$ cat src/rtl/cache_arb_pkg.sv
// Shared constants and types for the 5-input cache read-data port arbiter.
package cache_arb_pkg;

  localparam int unsigned N_REQ = 5;
  localparam int unsigned SEL_W = 3;
  // Mux select code that drives zero onto the datapath.
  localparam logic [SEL_W-1:0] SEL_IDLE = 3'd7;

  typedef enum logic {IDLE, BUSY} arb_state_t;

endpackage

$ cat src/rtl/rr_pick5.sv
// Combinational rotate-priority picker: the requester after last_win ranks highest.
module rr_pick5
  import cache_arb_pkg::*;
(
  input  logic [N_REQ-1:0] req,
  input  logic [SEL_W-1:0] last_win,
  output logic             any,
  output logic [SEL_W-1:0] win
);

  // Scan last_win+1, +2, .. mod N_REQ; the previous winner is checked last.
  always_comb begin
    int unsigned idx;
    logic [SEL_W-1:0] idx_s;
    any   = 1'b0;
    win   = '0;
    idx   = 0;
    idx_s = '0;
    for (int unsigned k = 1; k <= N_REQ; k++) begin
      idx   = (32'(last_win) + k) % N_REQ;
      idx_s = SEL_W'(idx);
      if (!any && req[idx_s]) begin
        any = 1'b1;
        win = idx_s;
      end
    end
  end

endmodule

$ cat src/rtl/cache_port_arb5.sv
// Round-robin burst arbiter sharing one cache port among five requesters.
// A grant is held for the whole burst, followed by one mandatory idle cycle.
module cache_port_arb5
  import cache_arb_pkg::*;
#(
  parameter int unsigned LEN_W = 4
) (
  input  logic                   clk,
  input  logic                   rst_n,
  input  logic [N_REQ-1:0]       req,
  input  logic [N_REQ*LEN_W-1:0] req_len,
  input  logic                   beat_ready,
  output logic [N_REQ-1:0]       gnt,
  output logic [SEL_W-1:0]       sel,
  output logic                   sel_valid,
  output logic                   last,
  output logic                   abort
);

  arb_state_t       state_q, state_d;
  logic [N_REQ-1:0] gnt_q, gnt_d;
  logic [SEL_W-1:0] sel_q, sel_d;
  logic [LEN_W-1:0] cnt_q, cnt_d;
  logic [SEL_W-1:0] last_win_q, last_win_d;

  logic             pick_any;
  logic [SEL_W-1:0] pick_win;
  logic             owner_req;
  logic             beat;

  rr_pick5 u_pick (
    .req      (req),
    .last_win (last_win_q),
    .any      (pick_any),
    .win      (pick_win)
  );

  // Beat qualification and burst-end / drop detection for the current owner.
  always_comb begin
    // gnt_q is zero outside BUSY, so this is req[owner] without indexing by SEL_IDLE.
    owner_req = |(req & gnt_q);
    sel_valid = (state_q == BUSY) && owner_req;
    abort     = (state_q == BUSY) && !owner_req;
    beat      = sel_valid && beat_ready;
    last      = beat && (cnt_q == '0);
  end

  // Next-state: grant on pick in IDLE, count beats in BUSY, release on last or drop.
  always_comb begin
    state_d    = state_q;
    gnt_d      = gnt_q;
    sel_d      = sel_q;
    cnt_d      = cnt_q;
    last_win_d = last_win_q;
    unique case (state_q)
      IDLE: begin
        if (pick_any) begin
          state_d    = BUSY;
          gnt_d      = N_REQ'(1) << pick_win;
          sel_d      = pick_win;
          cnt_d      = req_len[32'(pick_win)*LEN_W +: LEN_W];
          last_win_d = pick_win;
        end
      end
      BUSY: begin
        if (abort || last) begin
          // Drop takes priority; a beat offered in the same cycle is not counted.
          state_d = IDLE;
          gnt_d   = '0;
          sel_d   = SEL_IDLE;
          cnt_d   = '0;
        end else if (beat) begin
          cnt_d = cnt_q - LEN_W'(1);
        end
      end
    endcase
  end

  // State registers; last_win resets to the top index so requester 0 wins first.
  always_ff @(posedge clk or negedge rst_n) begin
    if (!rst_n) begin
      state_q    <= IDLE;
      gnt_q      <= '0;
      sel_q      <= SEL_IDLE;
      cnt_q      <= '0;
      last_win_q <= SEL_W'(N_REQ - 1);
    end else begin
      state_q    <= state_d;
      gnt_q      <= gnt_d;
      sel_q      <= sel_d;
      cnt_q      <= cnt_d;
      last_win_q <= last_win_d;
    end
  end

  assign gnt = gnt_q;
  assign sel = sel_q;

endmodule
$ cat config.mk
export PLATFORM = sky130hd
export DESIGN_NAME = cache_port_arb5
export DESIGN_NICKNAME = d
export VERILOG_FILES = /design/src/rtl/cache_arb_pkg.sv /design/src/rtl/rr_pick5.sv /design/src/rtl/cache_port_arb5.sv
export SDC_FILE = /design/constraint.sdc
export NUM_CORES = 1
export LEC_CHECK = 0
export BUFFER_PORTS_ARGS = -buffer_cell sky130_fd_sc_hd__buf_2
export CORE_ASPECT_RATIO = 1.1
export CORE_MARGIN = 1
export CORE_UTILIZATION = 54
export CTS_CLUSTER_SIZE = 40
export DETAILED_ROUTE_END_ITERATION = 10
export PLACE_DENSITY = 0.78
export SLEW_MARGIN = 15
export SYNTH_ARGS = -nofsm -noshare
export SYNTH_HDL_FRONTEND = slang
export SYNTH_SLANG_ARGS = --single-unit
$ cat constraint.sdc
create_clock -name clk -period 5 [get_ports clk]
set_input_delay 0.5 -clock clk [delete_from_list [all_inputs] [get_ports clk]]
set_output_delay 0.5 -clock clk [all_outputs]
set_load 0.03 [all_outputs]
==> results of run 1 <==
-- kinds of logic after synthesis --
kind of cell / count (synthesis) / synth area share
buf+inv: 53 / 0.0753
xor+xnor: 9 / 0.0349
fa+ha+maj: 29 / 0.123
compound gates: 125 / 0.321
mux: 19 / 0.0753
flops: 16 / 0.135
simple gates: 131 / 0.236
-- through the flow --
stage / setup WS, ns / hold slack (ns) / instance area, µm² / std cells
floorplan: 0.0547 / 0.204 / 3010 / 382
global placement: 0.280 / 0.437 / 3330 / 491
detailed placement: 0.126 / 0.443 / 3330 / 491
CTS: 0.107 / 0.173 / 3380 / 495
global route: 0.0253 / 0.185 / 3460 / 497
finish: 0.251 / 0.167 / 3460 / 497
-- state kept, by name, summed over array words and instances, names as in the netlist --
name / cells
cnt_q: 4
gnt: 5
sel: 3
state_q: 1
last_win_q: 3
-- area by class of cell --
cell class	instances	area, µm²
Clock buffer	4	55.1
Multi-Input combinational cell	313	2420
Tap cell	75	93.8
Fill cell	496	1900
Inverter	28	105
Sequential cell	16	405
Timing Repair Buffer	61	379
-- cell usage after synthesis (all sizes together), types with 5 or more instances --
| library cell | count |
|---|---|
| nand3b | 5 |
| ha | 28 |
| nor2 | 23 |
| inv | 28 |
| nand3 | 6 |
| clkbuf | 13 |
| nand2b | 10 |
| mux2i | 11 |
| mux2 | 6 |
| buf | 12 |
| a22o | 5 |
| o21ai | 17 |
| a21oi | 21 |
| dfrtp | 12 |
| a211oi | 8 |
| o2111ai | 5 |
| xnor2 | 8 |
| nor3 | 18 |
| nand2 | 32 |
| o211ai | 6 |
| nor2b | 6 |
-- how the worst max path moves through the flow --
stage	startpoint	cells after the start	slack (ns)	endpoint
after floorplan	last_win_q[0]$_DFFE_PN0P_	20	0.05	cnt_q[1]$_DFFE_PN0P_
after CTS	last_win_q[0]$_DFFE_PN0P_	19	0.11	cnt_q[2]$_DFFE_PN0P_
after detailed placement	last_win_q[0]$_DFFE_PN0P_	19	0.13	cnt_q[3]$_DFFE_PN0P_
final	last_win_q[2]$_DFFE_PN1P_	16	0.25	cnt_q[2]$_DFFE_PN0P_
after global routing	last_win_q[2]$_DFFE_PN1P_	16	0.03	cnt_q[2]$_DFFE_PN0P_
after global placement	last_win_q[2]$_DFFE_PN1P_	18	0.28	cnt_q[0]$_DFFE_PN0P_
-- placed cells by master, fill, tap and decap left out, types with 4 or more instances in the layout --
master / count
o211ai_1: 5
buf_4: 21
xnor2_1: 7
a211oi_1: 6
a21oi_1: 20
o21ai_0: 14
buf_2: 38
o2111ai_1: 4
o21a_1: 4
dfrtp_1: 12
mux2i_1: 10
nand3_1: 6
inv_2: 4
nor2_1: 21
nor4_1: 4
nand2_1: 32
clkbuf_8: 4
a21o_1: 4
inv_1: 24
nor3_1: 16
nand3b_1: 5
a211o_1: 4
a22o_1: 5
nor2b_1: 6
dfstp_2: 4
nand2b_1: 10
ha_1: 27
-- critical path, cell delays in order, from the launching register on --
cell	delay [ns]
dfstp_2	0.58
inv_2	0.05
buf_4	0.15
ha_1	0.26
ha_1	0.25
or2_2	0.34
ha_1	0.31
nand4b_1	0.25
o211ai_2	0.16
o21a_1	0.16
mux2_2	0.39
a311o_1	0.35
a211oi_4	0.36
nor3_1	0.10
a221o_1	0.31
mux4_2	0.43
a21o_1	0.20
-- timing repair --
action	4_1_cts	5_1_grt
endpoints found under the setup margin	0	14
hold buffers	0	0
resized for setup	0	11
buffers inserted	0	2
-- layer usage --
metal	vias up	part of all wire
li1	1524	-
met1	1475	0.44
met2	99	0.51
met3	10	0.042
met4	0	0.012
met5	-	0
==> impl_metrics.toml, run 1 <==
[floorplan]
fp.dieW_um = 73.2
core_area_um2 = 5360
start_util = 0.561
ios = 39
std_cell_rows = 28
die_y_um = 80.3
dieArea_um2 = 5880

[grt]
grtUsageTotal = 0.283
met3_usage = 0.0151
grt-busiest-layer = "met2"
grt_use_met1 = 0.362
grt_overflow = 0
antenna_found_initial = 0
use_met2 = 0.517
grt_pass1_vias = 2795
grt_max_degree = 28
grt_pass1_wl_um = 13000

[status]
outcome = "completed"

[placed_design]
gp_congestion = 0.963
hpwl_um = 6490
io_buffers = 38

[worst_setup_path]
r2r-end = "cnt_q[2]$_DFFE_PN0P_"
worst_setup_path_end_kind = "flop"
crit_required_ns = 5.14
worst_setup_path_start_kind = "flop"
reg2reg_slack_ns = 0.25
crit_type = "reg -> reg"
ff2ff_path_depth = 16
cp_max_fo = 6
critPathArrivalTime_ns = 4.89
r2r_start = "last_win_q[2]$_DFFE_PN1P_"

[clocking]
cts_max_level = 1
clkSinkCount = 16
cts.clk_slew.worst_paths_ns = 0.07
cts_buffers = 3
root_buffer = "clkbuf_8"
cts_tree = "built"
clk_latency_ns = 0.25
clock_path_buffers = 2

[synth]
syn_inst = 382
ys_seq_area_frac = 0.135
synth-seq-cells = 16
syn_area_um2 = 3010
synth_flop_cell = "dfrtp_1"
synth_area_leaders = "ha_1, dfrtp_1, nand2_1"
synthArstFlopShare = 1.00
synth_edf_count = 0
syn-num-nets = 439
yosysWarnings = 0
yosysUniqueCellTypes = 88
synth_top_area_share = 0.116
syn_area_per_cell_um2 = 7.88
synth.largest_area_cell = "ha_1"

[sta]
rsz0062_at_grt = "no"
worstMarginPinSlew_ns = 0.535
finalClockSkew_ns = 0.00251
hold_violations = 0
maxSlewHeadroom = 0.634
setup_viol = 0
period_share = 0.950
setup_tns_ns = 0
fmax_mhz = 211
slew_viol_final = 0
fin_crit_ns = 4.75

[routing]
wl_um = 8120
detailroute.via_count = 3108
first_iter_violations = 187
routed_via_density = 6.25
drc = 0
firstDrtPassIters = 5
ant_nets = 0
wl_per_cell_um = 16.3

[run]
drv_cap = 0

[hold_path]
hold_path.class = "in -> async"

[finish]
post-route-util = 0.645
nets = 480
diodes = 0
areaGrowthSynthToFinish_pct = 14.9
drive_above_1_share = 0.254
Power of run 1 is not shown: default switching activity piles up to over one toggle a cycle in this logic, so the estimate is an artifact.
==> run 2: changes to the inputs <==
Settings changed: CAP_MARGIN set to 20, CORE_MARGIN 1 to not set, CORE_UTILIZATION 54 to 29, PLACE_DENSITY 0.78 to not set.
==> impl_metrics.toml, run 2 (synthesis gave the netlist of run 1 again) <==
[worst_setup_path]
reg2reg_slack_ns = 0.25
cp-endpoint = "cnt_q[3]$_DFFE_PN0P_"
worst_setup_path_start_kind = "flop"
critPathArrivalTime_ns = 4.91
worst_setup_path_end_kind = "flop"
startpoint = "last_win_q[1]$_DFFE_PN0P_"
cp_max_fo = 9
r2r_start = "last_win_q[1]$_DFFE_PN0P_"
r2r-end = "cnt_q[3]$_DFFE_PN0P_"
ff2ff_path_depth = 20
crit_required_ns = 5.16
crit_type = "reg -> reg"

[routing]
wirelength_met1_um = 3670
wl_met2_um = 4120
first_iter_violations = 185
wl_um = 8410
ant_nets = 0
firstDrtPassIters = 5
routed_via_density = 5.82
wl_per_cell_um = 15.5
top_layer_used = "met4"
wl_met3_um = 446
drc = 0
detailroute.via_count = 3148

[sta]
worstMarginPinSlew_ns = 0.526
rsz0062_at_grt = "no"
period_share = 0.950
fin_crit_ns = 4.75
fmax_mhz = 211
slew_viol_final = 0
hold_violations = 0
setup_tns_ns = 0
setup_viol = 0
finalClockSkew_ns = 0.0100
maxSlewHeadroom = 0.640
postLayoutSetupSlackWorst_ns = 0.249

[floorplan]
dieArea_um2 = 10800
std_cell_rows = 38
die_y_um = 109
start_util = 0.301
fp.dieW_um = 99.1
core_area_um2 = 9980
ios = 39

[clocking]
cts_max_level = 1
clkSinkCount = 16
cts_buffers = 3
cts.clk_slew.worst_paths_ns = 0.07
clock_path_buffers = 2
hold_buffers = 0
clk_latency_ns = 0.25
cts_tree = "built"
root_buffer = "clkbuf_8"

[finish]
nets = 479
mostFrequentLayoutCells = "buf_2, nand2_1, ha_1"
layout.cell_area.non_filler_um2 = 3490
diodes = 0
drive_above_1_share = 0.247
largest_reg_flops = 5
layout_commonest_cell = "buf_2"
areaGrowthSynthToFinish_pct = 16.0
post-route-util = 0.350
fillerInstances = 1047

[placed_design]
pre_cts_slack_ns = 0.157
place_area_um2 = 3370
io_buffers = 38
hpwl_um = 6550
gp_congestion = 0.938

[hold_path]
hold_path.class = "in -> async"

[run]
drv_cap = 0

[grt]
grtUsageTotal = 0.156
grt_max_degree = 30
grt_pass1_wl_um = 13900
grt_pass1_vias = 2907
antenna_found_initial = 0
grt_overflow = 0

[status]
outcome = "completed"
==> run 2: metrics by stage <==
| stage | cells | hold WS, ns |
|---|---|---|
| floorplan | 382 | 0.204 |
| CTS | 538 | 0.164 |
| detailed placement | 534 | 0.442 |
| global route | 541 | 0.169 |
| finish | 541 | 0.159 |
| global placement | 534 | 0.441 |
==> run 2: worst max-delay path: stages (launching register included) <==
cell	delay, ns
dfrtp_2	0.42
inv_1	0.08
buf_4	0.18
ha_1	0.32
o21a_1	0.19
a21oi_1	0.15
xnor2_1	0.17
ha_1	0.20
fa_1	0.19
a21bo_2	0.26
o31a_1	0.27
o221a_2	0.33
a32oi_2	0.26
or4b_1	0.47
o211ai_1	0.11
a32oi_1	0.12
mux2i_2	0.18
buf_4	0.20
nand2_1	0.07
a211o_1	0.29
a32oi_1	0.22
==> run 2: layout make-up <==
class / instances / area [µm²] / area share
Multi-Input combinational cell: 313 / 2420 / 0.692
Sequential cell: 16 / 407 / 0.116
Timing Repair Buffer: 60 / 368 / 0.105
Inverter: 28 / 105 / 0.0301
Clock buffer: 4 / 45.0 / 0.0129
Tap cell: 120 / 150 / 0.0430
==> run 2: worst min-delay path by stage <==
stage                      endpoint  slack [ns]  cells after the start
3_3_place_gp   cnt_q[1]$_DFFE_PN0P_        0.44                      1
4_1_cts        cnt_q[1]$_DFFE_PN0P_        0.16                      1
6_report       cnt_q[1]$_DFFE_PN0P_        0.16                      1
3_5_place_dp   cnt_q[1]$_DFFE_PN0P_        0.44                      1
2_1_floorplan  cnt_q[0]$_DFFE_PN0P_        0.20                      0
5_1_grt        cnt_q[1]$_DFFE_PN0P_        0.17                      1
==> run 2: routing by layer <==
layer  vias to the layer above  track usage
met2                       124        0.278
met1                      1497        0.200
li1                       1512            -
met5                         -            0
met3                        15       0.0135
met4                         0       0.0483
==> run 2: repair_timing <==
| item | in CTS | in global routing |
|---|---|---|
| gates resized for setup | 0 | 9 |
| endpoints found under the setup margin | 0 | 13 |
| setup buffers | 0 | 3 |
Power of run 2 is left out for the same reason.
==> run 3: changes to the inputs <==
Settings changed: BUFFER_PORTS_ARGS -buffer_cell sky130_fd_sc_hd__buf_2 to not set, DONT_BUFFER_PORTS set to 1.
==> impl_metrics.toml, run 3 (synthesis gave the netlist of run 1 again) <==
[worst_setup_path]
critPathTopFamily = "simple AND/OR/NAND/NOR gates"
cp_max_fo = 9
crit_required_ns = 5.12
worst_setup_path_start_kind = "flop"
cpPeakStageDelay_ns = 0.57
critical_path_buf_inv_count = 4
crit_path_cell_trace = "inv_1, buf_4, ha_1, a21oi_4, inv_2, ha_1, or3b_1, o211a_1, o21bai_1, or4b_1, or4b_1, o211ai_1, a32oi_1, mux2i_2, buf_4, mux2_1, nand3b_1, a32oi_1"
worst_setup_path_end_kind = "flop"
cp_slowest_cell = "or4b_1"
critPathArrivalTime_ns = 4.84
crit_type = "reg -> reg"

[grt]
grt_pass1_vias = 2749
grt_pass1_wl_um = 13400
grt_overflow = 0
grtUsageTotal = 0.154
antenna_found_initial = 0
grt_max_degree = 37

[routing]
detailroute.via_count = 3035
wl_um = 8650
routed_via_density = 6.01
firstDrtPassIters = 6
ant_nets = 0
wl_per_cell_um = 17.1
drc = 0
first_iter_violations = 211

[floorplan]
core_area_um2 = 9980
fp.dieW_um = 99.1
ios = 39
start_util = 0.301
dieArea_um2 = 10800
std_cell_rows = 38
die_y_um = 109

[hold_path]
hold_path.class = "in -> async"

[placed_design]
io_buffers = 0
dp.cells = 500
hpwl_um = 6740
gp_congestion = 0.896

[finish]
layout.cells.non_filler = 505
mostFrequentLayoutCells = "nand2_1, ha_1, inv_1"
nets = 443
largest_reg_flops = 5
diodes = 0
drive_above_1_share = 0.174
areaGrowthSynthToFinish_pct = 10.2
layout_commonest_cell = "nand2_1"

[clocking]
cts_tree = "built"
clkSinkCount = 16
cts_max_level = 1
clk_latency_ns = 0.25
cts.clk_slew.worst_paths_ns = 0.07
root_buffer = "clkbuf_8"
clock_path_buffers = 2
cts_buffers = 3

[run]
drv_cap = 0

[sta]
fin_crit_ns = 4.72
fmax_mhz = 212
setup_viol = 0
period_share = 0.944
maxSlewHeadroom = 0.611
hold_violations = 0
slew_viol_final = 0
worstMarginPinSlew_ns = 0.581
finalClockSkew_ns = 0.00435

[status]
outcome = "completed"
-- run 3: layout make-up --
class,instances,area (µm²)
repair buffers,24,183
flip-flops and latches,16,405
inverters,28,105
fillers,1056,6670
multi-input cells,313,2420
clock buffers,4,55.1
well taps,120,150
-- run 3: worst paths after layout --
kind | start | to | slack, ns | cells after the start
max | last_win_q[1]$_DFFE_PN0P_ | cnt_q[3]$_DFFE_PN0P_ | 0.28 | 18
max reg2reg | last_win_q[1]$_DFFE_PN0P_ | cnt_q[3]$_DFFE_PN0P_ | 0.28 | 18
min reg2reg | last_win_q[0]$_DFFE_PN0P_ | last_win_q[0]$_DFFE_PN0P_ | 0.54 | 1
max in group asynchronous | rst_n | gnt[4]$_DFFE_PN0P_ | 3.93 | 1
min | rst_n | last_win_q[2]$_DFFE_PN1P_ | 0.09 | 0
min in group clk | req_len[18] | cnt_q[2]$_DFFE_PN0P_ | 0.47 | 2
-- run 3: repair_timing --
action                                 4_1_cts  5_1_grt
resized for setup                            0        9
hold buffers                                 1        0
setup endpoints to repair                    0       12
setup buffers                                0        0
endpoints found under the hold margin       12        0
-- run 3: stage by stage --
| stage | area (µm²) | utilization | TNS (ns) | hold WS (ns) | worst slack [ns] |
|---|---|---|---|---|---|
| 6_report | 3320 | 0.332 | 0 | 0.0863 | 0.278 |
| 5_1_grt | 3320 | 0.332 | -0.00267 | 0.0831 | -0.00267 |
| 4_1_cts | 3280 | 0.328 | 0 | 0.0839 | 0.0869 |
| 3_5_place_dp | 3210 | 0.322 | 0 | 0.205 | 0.102 |
| 3_3_place_gp | 3210 | 0.322 | 0 | 0.205 | 0.253 |
| 2_1_floorplan | 3010 | - | 0 | 0.204 | 0.0547 |
-- run 3: layer usage --
metal  part of all wire  vias to the layer above  wire (µm)  global-route usage
li1                   -                     1441          -                   -
met1               0.44                     1476       3810               0.199
met2               0.50                      102       4290               0.278
met3              0.043                       16        369             0.00705
met4              0.021                        0        178              0.0473
met5                  0                        -          0                   0
Power of run 3 is left out for the same reason.
